### config.mk
export PLATFORM = sky130hd
export DESIGN_NAME = alu_lane_sequencer_flat
export DESIGN_NICKNAME = d
export VERILOG_FILES = /design/src/rtl/alu_lane_sequencer_if.sv /design/src/rtl/alu_lane_sequencer.sv /design/src/flat_wrapper.sv
export SDC_FILE = /design/constraint.sdc
export NUM_CORES = 1
export LEC_CHECK = 0
export CORE_ASPECT_RATIO = 1.1
export CORE_MARGIN = 2
export CORE_UTILIZATION = 50
export DETAILED_ROUTE_END_ITERATION = 8
export PLACE_DENSITY = 0.87
export SETUP_SLACK_MARGIN = 0.15
export SLEW_MARGIN = 40
export SYNTH_ARGS = -nofsm -noshare
export SYNTH_HDL_FRONTEND = slang
export SYNTH_SLANG_ARGS = --single-unit
### constraint.sdc
create_clock -name clk -period 2.62 [get_ports clk]
set_input_delay 0.786 -clock clk [delete_from_list [all_inputs] [get_ports clk]]
set_output_delay 0.786 -clock clk [all_outputs]
set_load 0.1 [all_outputs]
### src/rtl/alu_lane_sequencer_if.sv
// alu_lane_sequencer_if: command/result handshake plus the shared-ALU port bundle.
//   master : command source, result sink and owner of the combinational ALU
//   slave  : the sequencer
//   cmd*   : command offer (valid/ready, op, packed A/B)
//   res*   : result handshake (valid/ready, packed data, error flag)
//   alu*   : function/operands driven to the ALU, combinational result back
// ALU_SEQ_ZERO_FLAG_EN adds resZero (all-zero result flag).
interface alu_lane_sequencer_if #(
  parameter int BITS  = 8,
  parameter int ALUOP = 4,
  parameter int LANES = 4
);
  logic                    cmdValid;
  logic                    cmdReady;
  logic [ALUOP-1:0]        cmdOp;
  logic [LANES*BITS-1:0]   cmdA;
  logic [LANES*BITS-1:0]   cmdB;
  logic                    resValid;
  logic                    resReady;
  logic [LANES*BITS-1:0]   resData;
  logic                    resErr;
  logic                    busy;
  logic [ALUOP-1:0]        aluFunction;
  logic [BITS-1:0]         aluOpA;
  logic [BITS-1:0]         aluOpB;
  logic [BITS-1:0]         aluResult;
`ifdef ALU_SEQ_ZERO_FLAG_EN
  logic                    resZero;
`endif

  modport master (
    output cmdValid, cmdOp, cmdA, cmdB, resReady, aluResult,
    input  cmdReady, resValid, resData, resErr, busy, aluFunction, aluOpA, aluOpB
`ifdef ALU_SEQ_ZERO_FLAG_EN
    , input resZero
`endif
  );

  modport slave (
    input  cmdValid, cmdOp, cmdA, cmdB, resReady, aluResult,
    output cmdReady, resValid, resData, resErr, busy, aluFunction, aluOpA, aluOpB
`ifdef ALU_SEQ_ZERO_FLAG_EN
    , output resZero
`endif
  );
endinterface

### src/rtl/alu_lane_sequencer.sv
// alu_lane_sequencer: applies one ALU function code to LANES operand lanes,
// one lane per clock through a shared external combinational ALU.
//   clk, rst_n : single clock, asynchronous active-low reset
//   bus        : alu_lane_sequencer_if.slave (command, result, ALU signals)
// ALU_SEQ_ZERO_FLAG_EN adds the registered resZero flag.
module alu_lane_sequencer #(
  parameter int BITS  = 8,
  parameter int ALUOP = 4,
  parameter int LANES = 4
) (
  input  logic                 clk,
  input  logic                 rst_n,
  alu_lane_sequencer_if.slave  bus
);
  localparam int W  = LANES * BITS;
  localparam int CW = $clog2(LANES);

  typedef enum logic [1:0] {IDLE, RUN, DONE} state_e;

  state_e           state_q;
  logic [W-1:0]     a_q, b_q, res_q, res_d;
  logic [CW-1:0]    cnt_q, cnt_d;
  logic             res_valid_q, res_err_q;
  logic [ALUOP-1:0] alu_fn_q;
  logic [BITS-1:0]  alu_a_q, alu_b_q;
  logic             op_legal, last_lane;
`ifdef ALU_SEQ_ZERO_FLAG_EN
  logic             zero_q;
`endif

  assign op_legal  = (bus.cmdOp != '0) && (bus.cmdOp <= ALUOP'(10));
  assign last_lane = (cnt_q == CW'(LANES - 1));
  assign cnt_d     = cnt_q + CW'(1);

  // Result with the current lane replaced by the ALU output.
  always_comb begin
    res_d = res_q;
    res_d[cnt_q*BITS +: BITS] = bus.aluResult;
  end

  // ALU drive registers hold the lane for the current counter value, so the
  // next lane is preloaded on the same edge that advances the counter.
  always_ff @(posedge clk or negedge rst_n) begin
    if (!rst_n) begin
      state_q     <= IDLE;
      a_q         <= '0;
      b_q         <= '0;
      res_q       <= '0;
      cnt_q       <= '0;
      res_valid_q <= 1'b0;
      res_err_q   <= 1'b0;
      alu_fn_q    <= '0;
      alu_a_q     <= '0;
      alu_b_q     <= '0;
`ifdef ALU_SEQ_ZERO_FLAG_EN
      zero_q      <= 1'b0;
`endif
    end else begin
      unique case (state_q)
        IDLE: begin
          if (bus.cmdValid) begin
            a_q   <= bus.cmdA;
            b_q   <= bus.cmdB;
            cnt_q <= '0;
            res_q <= '0;
            if (op_legal) begin
              state_q   <= RUN;
              res_err_q <= 1'b0;
              alu_fn_q  <= bus.cmdOp;
              alu_a_q   <= bus.cmdA[BITS-1:0];
              alu_b_q   <= bus.cmdB[BITS-1:0];
            end else begin
              state_q     <= DONE;
              res_valid_q <= 1'b1;
              res_err_q   <= 1'b1;
`ifdef ALU_SEQ_ZERO_FLAG_EN
              zero_q      <= 1'b1;
`endif
            end
          end
        end
        RUN: begin
          res_q <= res_d;
          if (last_lane) begin
            state_q     <= DONE;
            res_valid_q <= 1'b1;
            alu_fn_q    <= '0;
            alu_a_q     <= '0;
            alu_b_q     <= '0;
`ifdef ALU_SEQ_ZERO_FLAG_EN
            zero_q      <= (res_d == '0);
`endif
          end else begin
            cnt_q   <= cnt_d;
            alu_a_q <= a_q[cnt_d*BITS +: BITS];
            alu_b_q <= b_q[cnt_d*BITS +: BITS];
          end
        end
        DONE: begin
          if (bus.resReady) begin
            state_q     <= IDLE;
            res_valid_q <= 1'b0;
`ifdef ALU_SEQ_ZERO_FLAG_EN
            zero_q      <= 1'b0;
`endif
          end
        end
        default: state_q <= IDLE;
      endcase
    end
  end

  assign bus.cmdReady    = (state_q == IDLE);
  assign bus.busy        = (state_q != IDLE);
  assign bus.resValid    = res_valid_q;
  // Partially written lanes never leave the block.
  assign bus.resData     = res_valid_q ? res_q : '0;
  assign bus.resErr      = res_err_q;
  assign bus.aluFunction = alu_fn_q;
  assign bus.aluOpA      = alu_a_q;
  assign bus.aluOpB      = alu_b_q;
`ifdef ALU_SEQ_ZERO_FLAG_EN
  assign bus.resZero     = zero_q;
`endif
endmodule

### src/flat_wrapper.sv
// flat-port wrapper written by rule: the top's interface ports become plain ports
module alu_lane_sequencer_flat 
#(
  parameter int BITS  = 8,
  parameter int ALUOP = 4,
  parameter int LANES = 4
)
  (clk, rst_n, bus_cmdValid, bus_cmdOp, bus_cmdA, bus_cmdB, bus_resReady, bus_aluResult, bus_cmdReady, bus_resValid, bus_resData, bus_resErr, bus_busy, bus_aluFunction, bus_aluOpA, bus_aluOpB);
  alu_lane_sequencer_if #(.BITS(BITS), .ALUOP(ALUOP), .LANES(LANES)) bus_i ();
  input  logic clk;
  input  logic rst_n;
  input wire logic [$bits(bus_i.cmdValid)-1:0] bus_cmdValid;
  input wire logic [$bits(bus_i.cmdOp)-1:0] bus_cmdOp;
  input wire logic [$bits(bus_i.cmdA)-1:0] bus_cmdA;
  input wire logic [$bits(bus_i.cmdB)-1:0] bus_cmdB;
  input wire logic [$bits(bus_i.resReady)-1:0] bus_resReady;
  input wire logic [$bits(bus_i.aluResult)-1:0] bus_aluResult;
  output wire logic [$bits(bus_i.cmdReady)-1:0] bus_cmdReady;
  output wire logic [$bits(bus_i.resValid)-1:0] bus_resValid;
  output wire logic [$bits(bus_i.resData)-1:0] bus_resData;
  output wire logic [$bits(bus_i.resErr)-1:0] bus_resErr;
  output wire logic [$bits(bus_i.busy)-1:0] bus_busy;
  output wire logic [$bits(bus_i.aluFunction)-1:0] bus_aluFunction;
  output wire logic [$bits(bus_i.aluOpA)-1:0] bus_aluOpA;
  output wire logic [$bits(bus_i.aluOpB)-1:0] bus_aluOpB;
  assign bus_i.cmdValid = bus_cmdValid;
  assign bus_i.cmdOp = bus_cmdOp;
  assign bus_i.cmdA = bus_cmdA;
  assign bus_i.cmdB = bus_cmdB;
  assign bus_i.resReady = bus_resReady;
  assign bus_i.aluResult = bus_aluResult;
  assign bus_cmdReady = bus_i.cmdReady;
  assign bus_resValid = bus_i.resValid;
  assign bus_resData = bus_i.resData;
  assign bus_resErr = bus_i.resErr;
  assign bus_busy = bus_i.busy;
  assign bus_aluFunction = bus_i.aluFunction;
  assign bus_aluOpA = bus_i.aluOpA;
  assign bus_aluOpB = bus_i.aluOpB;
  alu_lane_sequencer #(.BITS(BITS), .ALUOP(ALUOP), .LANES(LANES)) u_core (.clk(clk), .rst_n(rst_n), .bus(bus_i));
endmodule
=== Word level (Yosys, flattened, before mapping) ===
Index checks and enable logic that the tools add are counted.
W data, S select, Z words.

* Flip-flop bits (word level): 122
* Input bits: 80
* Output and inout port bits: 56
* Word-level logic and storage cells: 69

* $add $sub $neg: 2
* Order comparisons: 1
* Eq/ne operators: 9
* Shift-type cells: 4
* Muxes and demuxes: 30
* Reduce and logical (&&, ||, !) cells: 13

{| class="wikitable"
|+ Operators by type and width
! operator !! count
|-
| $mux W32 || 2
|-
| $pmux W32 S2 || 1
|-
| $shiftx A32 B6 Y8 || 2
|-
| $mux W8 || 6
|-
| $neg A5 Y34 || 1
|-
| $shift A8 B34 Y32 const A || 1
|-
| $shiftx A8 B34 Y32 || 1
|-
| $bwmux W32 || 1
|-
| $pmux W8 S2 || 2
|-
| $mux W2 || 6
|-
| $mux W4 || 3
|-
| $reduce_and A3 Y1 || 3
|-
| $ne A2 B2 Y1 const B || 4
|-
| $pmux W4 S2 || 1
|-
| $pmux W2 S3 || 1
|-
| $mux W1 || 5
|-
| $reduce_and A5 Y1 || 1
|-
| $eq A2 B2 Y1 const B || 2
|-
| $le A4 B4 Y1 const B || 1
|-
| $ne A2 B1 Y1 const B || 2
|-
| $pmux W2 S2 || 1
|-
| $reduce_and A2 Y1 || 2
|-
| $reduce_and A4 Y1 || 1
|-
| $reduce_bool A2 Y1 || 2
|-
| 7 further kinds || 7
|}

=== Longest topological paths before layout ===
Gate-level depths: netlist of the first run.

* Depth after elaboration: 5
* Gate-level depth with buffers: 8
* Depth with buffers taken out: 6

=== Least setup slack after synthesis of the first run ===
Ideal clock, no wire load.

* Kind: flip-flop to output port
* Start: register u_core.state_q[0]
* End: output port bus_busy
* Data arrival time: 2.847 ns
* Required time: 1.834 ns
* Slack: -1.013 ns
* Cell stages (with the launch flop): 4
* Path buffers: 1
* Cell sequence: dfrtp_1 > buf_4 > nor2_1 > inv_1

* Longest elaborated chain between the ends: 1

{| class="wikitable"
|+ RTL lines
! element !! RTL line !! RTL
|-
| start, declared || alu_lane_sequencer.sv:20 || <nowiki>state_e state_q;</nowiki>
|-
| start signal, assigned || alu_lane_sequencer.sv:45 || <nowiki>state_q <= IDLE;</nowiki>
|-
| start signal, assigned || alu_lane_sequencer.sv:67 || <nowiki>state_q <= RUN;</nowiki>
|-
| start signal, assigned || alu_lane_sequencer.sv:73 || <nowiki>state_q <= DONE;</nowiki>
|-
| $reduce_bool A2 Y1 || alu_lane_sequencer.sv:114 || <nowiki>assign bus.busy = (state_q != IDLE);</nowiki>
|-
| end, declared || flat_wrapper.sv:22 || <nowiki>output wire logic [$bits(bus_i.busy)-1:0] bus_busy;</nowiki>
|}

Every way passes these cells.

=== Worst setup path in the final report of the first run ===
Ends and elaborated chain as after synthesis.

==> reports/metrics.cfg, run 1 <==
[timing]
slew_headroom_pct = 49.2
fmax_mhz = 438
fin_skew_ps = 6.15
drv_slew = 0
grt_setup_unrepaired = no
fin_crit_sh_pct = 87.2
worstMarginPinSlew_ps = 759
finalWorstSetupSlack_ps = 336
finalHoldViolCount = 0
whs_ps = 393
period_minus_slack_ps = 2280
setup_tns_ps = 0
setup_viol = 0

[routing]
first_iter_violations = 133
dr.pass1.iters = 6
detail-route-antenna-nets = 0
num_vias = 3769
via_per_inst = 5.47
drc = 0
wl_per_cell_um = 18.6
wl_um = 12800

[setup_path]
required_ps = 1830
critPathKind = reg2out
r2r_slack_ps = 590
worstPathArrival_ps = 1500
path_max_fanout = 14
crit_path_start_kind = flip-flop
reg2reg_depth = 4
end_kind = output port
r2r-end = u_core.res_q[5]
r2r_start = u_core.state_q[0]

[clock_tree]
clk_pin_slew_ps = 60
h-tree-depth = 4
postCtsSetupRepairBufs = 0
clockBufferDepth = 2
clock_sinks = 122
cts_hold_buffers = 0
numCtsBuffers = 17
clk_latency_ps = 400
cts_root_buf = clkbuf_16
cts_tree = done
cts_resized = 0

[place]
gp_congestion = 0.803
dp.cells = 657
dp_hpwl_um = 9250
placed_area_um2 = 7400
place_ws_ps = 60.8
placement.io_buffers = 135

[logic_synthesis]
seq_area_frac_synth_pct = 54.7
synth-warning-count = 0
postSynthCellCount = 387
synth_edf_count = 0
synthesis.nets = 471
synth_seq_cells = 122
synth_area_um2 = 5580
syn_area_per_cell_um2 = 14.4
synthArstFlopShare_pct = 100
synth_top_flop_cell = dfrtp_1
synth.distinct_cells = 36

[pwr]
p_clk_share_pct = 19.8
p_seq_share_pct = 29.2
p_sw_mw = 4.70
switching_share_pct = 42.7
p_int_mw = 6.31
p_per_area_nw_per_um2 = 1380
vdd_drop_max_mv = 0.717
p_total_mw = 11.0
pwr-share-comb_pct = 51.0
p_leak_nw = 3.47

[outcome]
status = finished, final reports clean

[layout]
final_nets = 613
fin_util_pct = 73.0
instances_no_fill = 689
diodes = 0
fill_cells = 734
area_growth_pct = 42.8
final_area_um2 = 7960
layout-drive-gt1-share_pct = 43.7

[grt]
grt.overflow.total = 0
grt_max_degree = 65
grt_pass1_wl_um = 21300
antenna_found_initial = 0
grt_pass1_vias = 4187
grt_use_total_pct = 23.0

[floorplanning]
ios = 136
die_w_um = 105
die_y_um = 115
dieArea_um2 = 12000
start_util_pct = 51.1
rows = 40
core_area_um2 = 10900

[flow_run]
max-cap-violations = 0

[min_path]
worstHoldPathType = in2async

layout by cell type, fill, tap and decap left out, drive strengths merged:
master	netlist	routed
a22o	48	48
a211oi	2	2
clkdlybuf4s50	0	78
nand3	1	1
or2	1	1
and2	32	32
nor3	4	4
nor4	2	2
mux2	80	80
clkinvlp	0	4
o21ai	7	7
a21o	2	2
ha	4	4
a21oi	3	3
o32a	1	1
dfrtp	122	122
or3b	1	1
mux4	16	16
clkbuf	8	18
nor4b	1	1
o31ai	1	1
nand2b	3	3
clkinv	0	7
bufinv	0	1
nor2	5	5
nand2	21	21
inv	7	9
a31o	1	1
buf	14	67
how the worst max path moves through the flow:
stage                       from                    to
2_1_floorplan  u_core.state_q[0]              bus_busy
3_5_place_dp        bus_cmdOp[0]  u_core.bus.aluOpA[6]
6_report       u_core.state_q[0]              bus_busy
5_1_grt        u_core.state_q[0]              bus_busy
4_1_cts        u_core.state_q[0]              bus_busy
3_3_place_gp        bus_cmdOp[0]  u_core.bus.aluOpA[6]
cell type report:
cell class / count / area, um^2 / area share (%)
inverters: 7 / 26.3 / 0.330
clock inverters: 14 / 124 / 1.56
multi-input cells: 236 / 2380 / 29.8
repair buffers: 145 / 1760 / 22.1
well taps: 147 / 184 / 2.31
flip-flops and latches: 122 / 3050 / 38.4
clock buffers: 18 / 439 / 5.52
flip-flops by register name (all words and copies together) (netlist names), 2 cells and up:
register and count:
u_core.a_q 32, u_core.b_q 32, u_core.res_q 32, u_core.bus.aluOpA 8, u_core.bus.aluOpB 8, u_core.bus.aluFunction 4, u_core.cnt_q 2, u_core.state_q 2
worst max-delay path: stages (launching register included):
cell and delay [ps]:
dfrtp_1 700, nor2_4 100, inv_1 110, buf_12 180
cells in the mapped netlist (4+ instances only):
| master | instances | area share (%) |
|---|---|---|
| a22o_1 | 48 | 7.5 |
| clkbuf_1 | 7 | 0.47 |
| mux4_2 | 13 | 5.3 |
| and2_1 | 32 | 3.6 |
| buf_6 | 8 | 1.6 |
| nor2_1 | 4 | 0.27 |
| ha_1 | 4 | 0.90 |
| mux2_2 | 77 | 16 |
| inv_1 | 7 | 0.47 |
| nand2_1 | 21 | 1.4 |
| dfrtp_1 | 122 | 55 |
| o21ai_0 | 6 | 0.54 |
kinds of logic (layout without fill, tap and decap cells):
logic type      Yosys count  after routing  synth area share [%]
mux                      96             96                  23.0
fa+ha+maj                 4              4                 0.898
flops                   122            122                  54.7
simple gates             71             71                  7.79
buf+inv                  29            184                  3.59
compound gates           65             65                  9.96
layer usage:
metal / track usage, % / vias up / routed length [um]
li1: - / 1717 / -
met1: 27.4 / 1899 / 4900
met2: 39.8 / 132 / 6790
met3: 7.60 / 21 / 921
met4: 7.73 / 0 / 203
met5: 0 / - / 0
power groups by stage:
stage | registers (mW) | clock network, mW | logic, mW
finish | 3.22 | 2.18 | 5.61
floorplan | 4.23 | 0 | 3.19
CTS | 3.21 | 2.21 | 5.67
detailed placement | 3.22 | 0 | 5.63
global placement | 3.15 | 0 | 5.47
global route | 3.33 | 2.31 | 5.92
Power figures use the tool's default switching activity.
==> inputs of run 2 (changes only) <==
- SKIP_CTS_REPAIR_TIMING: unset -> 1
==> results of run 2 <==
No change in the layout: final DEF, timing and power equal those of run 1.
==> inputs of run 3 (changes only) <==
- CAP_MARGIN: unset -> 20
==> results of run 3 <==
No change in the layout: final DEF, timing and power equal those of run 1.
==> RTL change (flow settings as in run 3) <==
The 3 states of `state_e` get a one-hot encoding in 3 bits.
--- a/src/rtl/alu_lane_sequencer.sv
+++ b/src/rtl/alu_lane_sequencer.sv
@@ -15,7 +15,7 @@
   localparam int W  = LANES * BITS;
   localparam int CW = $clog2(LANES);
 
-  typedef enum logic [1:0] {IDLE, RUN, DONE} state_e;
+  typedef enum logic [2:0] {IDLE = 3'b001, RUN = 3'b010, DONE = 3'b100} state_e;
 
   state_e           state_q;
   logic [W-1:0]     a_q, b_q, res_q, res_d;
Formal check against the unedited RTL: no difference found for any inputs over 4 cycles, from zero or initial values and one cycle with rst_n low; so few cycles prove little.
==> RTL change against run 3 <==
  * Worst hold slack got worse by 27 ps
  * Routed wire length up 5.5%
  * Largest cell class unchanged
  * Sequential power is 2% lower
  * Cell area up 0.74%
  * Setup slack got worse by 95 ps
  * Sequential cell count increased by 1
  * Total power decreased by 8.8%
  * Synthesized area shrank 0.70%
==> RTL change: results (changes against run 3) <==
status: finished clean (unchanged)
reg2reg end: u_core.bus.aluOpB[7] (was u_core.res_q[5])
fraction of area in multi-input gates: 28.6% (was 29.8%)
Post-DP HPWL: 9600 um (was 9250 um)
count of multi-input gates: 239 (was 236)
post-synth cell types: 40 (was 36)
fraction of layout cells with a size suffix above 1: 39.4% (was 43.7%)
PwrDens: 1250 mW/mm^2 (was 1380 mW/mm^2)
#FFs+latches synth: 123 (was 122)
Clock Skew: 6.75 ps (was 6.15 ps)
post-route cell area: 0.00802 sq mm (was 0.00796 sq mm)
Clock Power Share: 22.8% (was 19.8%)
initial DRC count: 203 (was 133)
Reg2Reg Setup Slack: 530 ps (was 590 ps)
DRT met1 WL: 5550 um (was 4900 um)
gr usage total: 24.0% (was 23.0%)
routability cong.: 0.838 (was 0.803)
Non-clk invs: 23 (was 7)
register area: 0.00308 sq mm (was 0.00305 sq mm)
slowest CP cell: dfstp_2 (was dfrtp_1)
vias in the first global route: 4295 (was 4187)
register area share after synthesis: 55.6% (was 54.7%)
ranking of synthesized cells by area: dfrtp_1, mux2_2, mux4_2, a22o_1, and2_1 (was dfrtp_1, mux2_2, a22o_1, mux4_2, and2_1)
routed wl met2: 6790 um (about the same)
ClkCell Share: 7.14% (was 7.07%)
Seq power: 3.17 mW (was 3.22 mW)
Worst R2R Start: u_core.cnt_q[1] (was u_core.state_q[0])
crit path max fanout: 4 (was 14)
Post-synth top cells: dfrtp_1, mux2_2, a22o_1, and2_1 (was dfrtp_1, mux2_2, a22o_1)
largest net degree at the start of global routing: 46 (was 65)
met3 wire length: 913 um (was 921 um)
CTS H-tree depth: 4 (unchanged)
dpl cell area: 0.00743 sq mm (was 0.00740 sq mm)
clock buffer count: 21 (was 18)
worst-margin pin slew: 544 ps (was 759 ps)
Hold Slack: 366 ps (was 393 ps)
global-route wire length before repair: 22200 um (was 21300 um)
leakage power: 3.48 nW (was 3.47 nW)
drt pass-1 iters: 4 (was 6)
crit path launch: u_core.state_q[0] (unchanged)
CP max stage delay: 540 ps (was 700 ps)
fill count: 708 (was 734)
clock buffer depth: 2 (unchanged)
reg2reg path depth: 6 (was 4)
non-clk buf share: 22.5% (was 22.1%)
peak supply drop: 0.000683 V (was 0.000717 V)
internal power: 5.98 mW (was 6.31 mW)
die area: 0.0119 sq mm (was 0.0120 sq mm)
syn_nets: 494 (was 471)
arrival time of the worst setup path: 1590 ps (was 1500 ps)
RTL change: layer usage:
metal | vias to the layer above | GRT usage, %
met1 | 2024 | 28.7
met2 | 169 | 40.7
li1 | 1786 | -
met3 | 25 | 7.63
met5 | - | 0
met4 | 0 | 9.19
RTL change: through the flow:
stage / worst slack, ps / setup TNS, ps / instances
floorplan: -42.4 / -42.4 / 410
global route: 182 / 0 / 711
detailed placement: 32.1 / 0 / 679
CTS: 106 / 0 / 709
global placement: 104 / 0 / 679
finish: 240 / 0 / 711
RTL change: cells by family (layout without fill, tap and decap cells):
group / count (synthesis) / after routing / synth area share, %
DFF: 123 / 123 / 55.6
AOI/OAI and AO/OA: 86 / 86 / 11.5
muxes: 81 / 81 / 19.7
and+or+nand+nor: 68 / 68 / 8.25
buffers and inverters: 48 / 202 / 4.02
adders and majority gates: 4 / 4 / 0.904
RTL change: worst max-delay path, delay by kind of cell (launching register included):
family        cells  cell delay (ps)
flops             1              540
simple gates      2              370
buf+inv           2              260
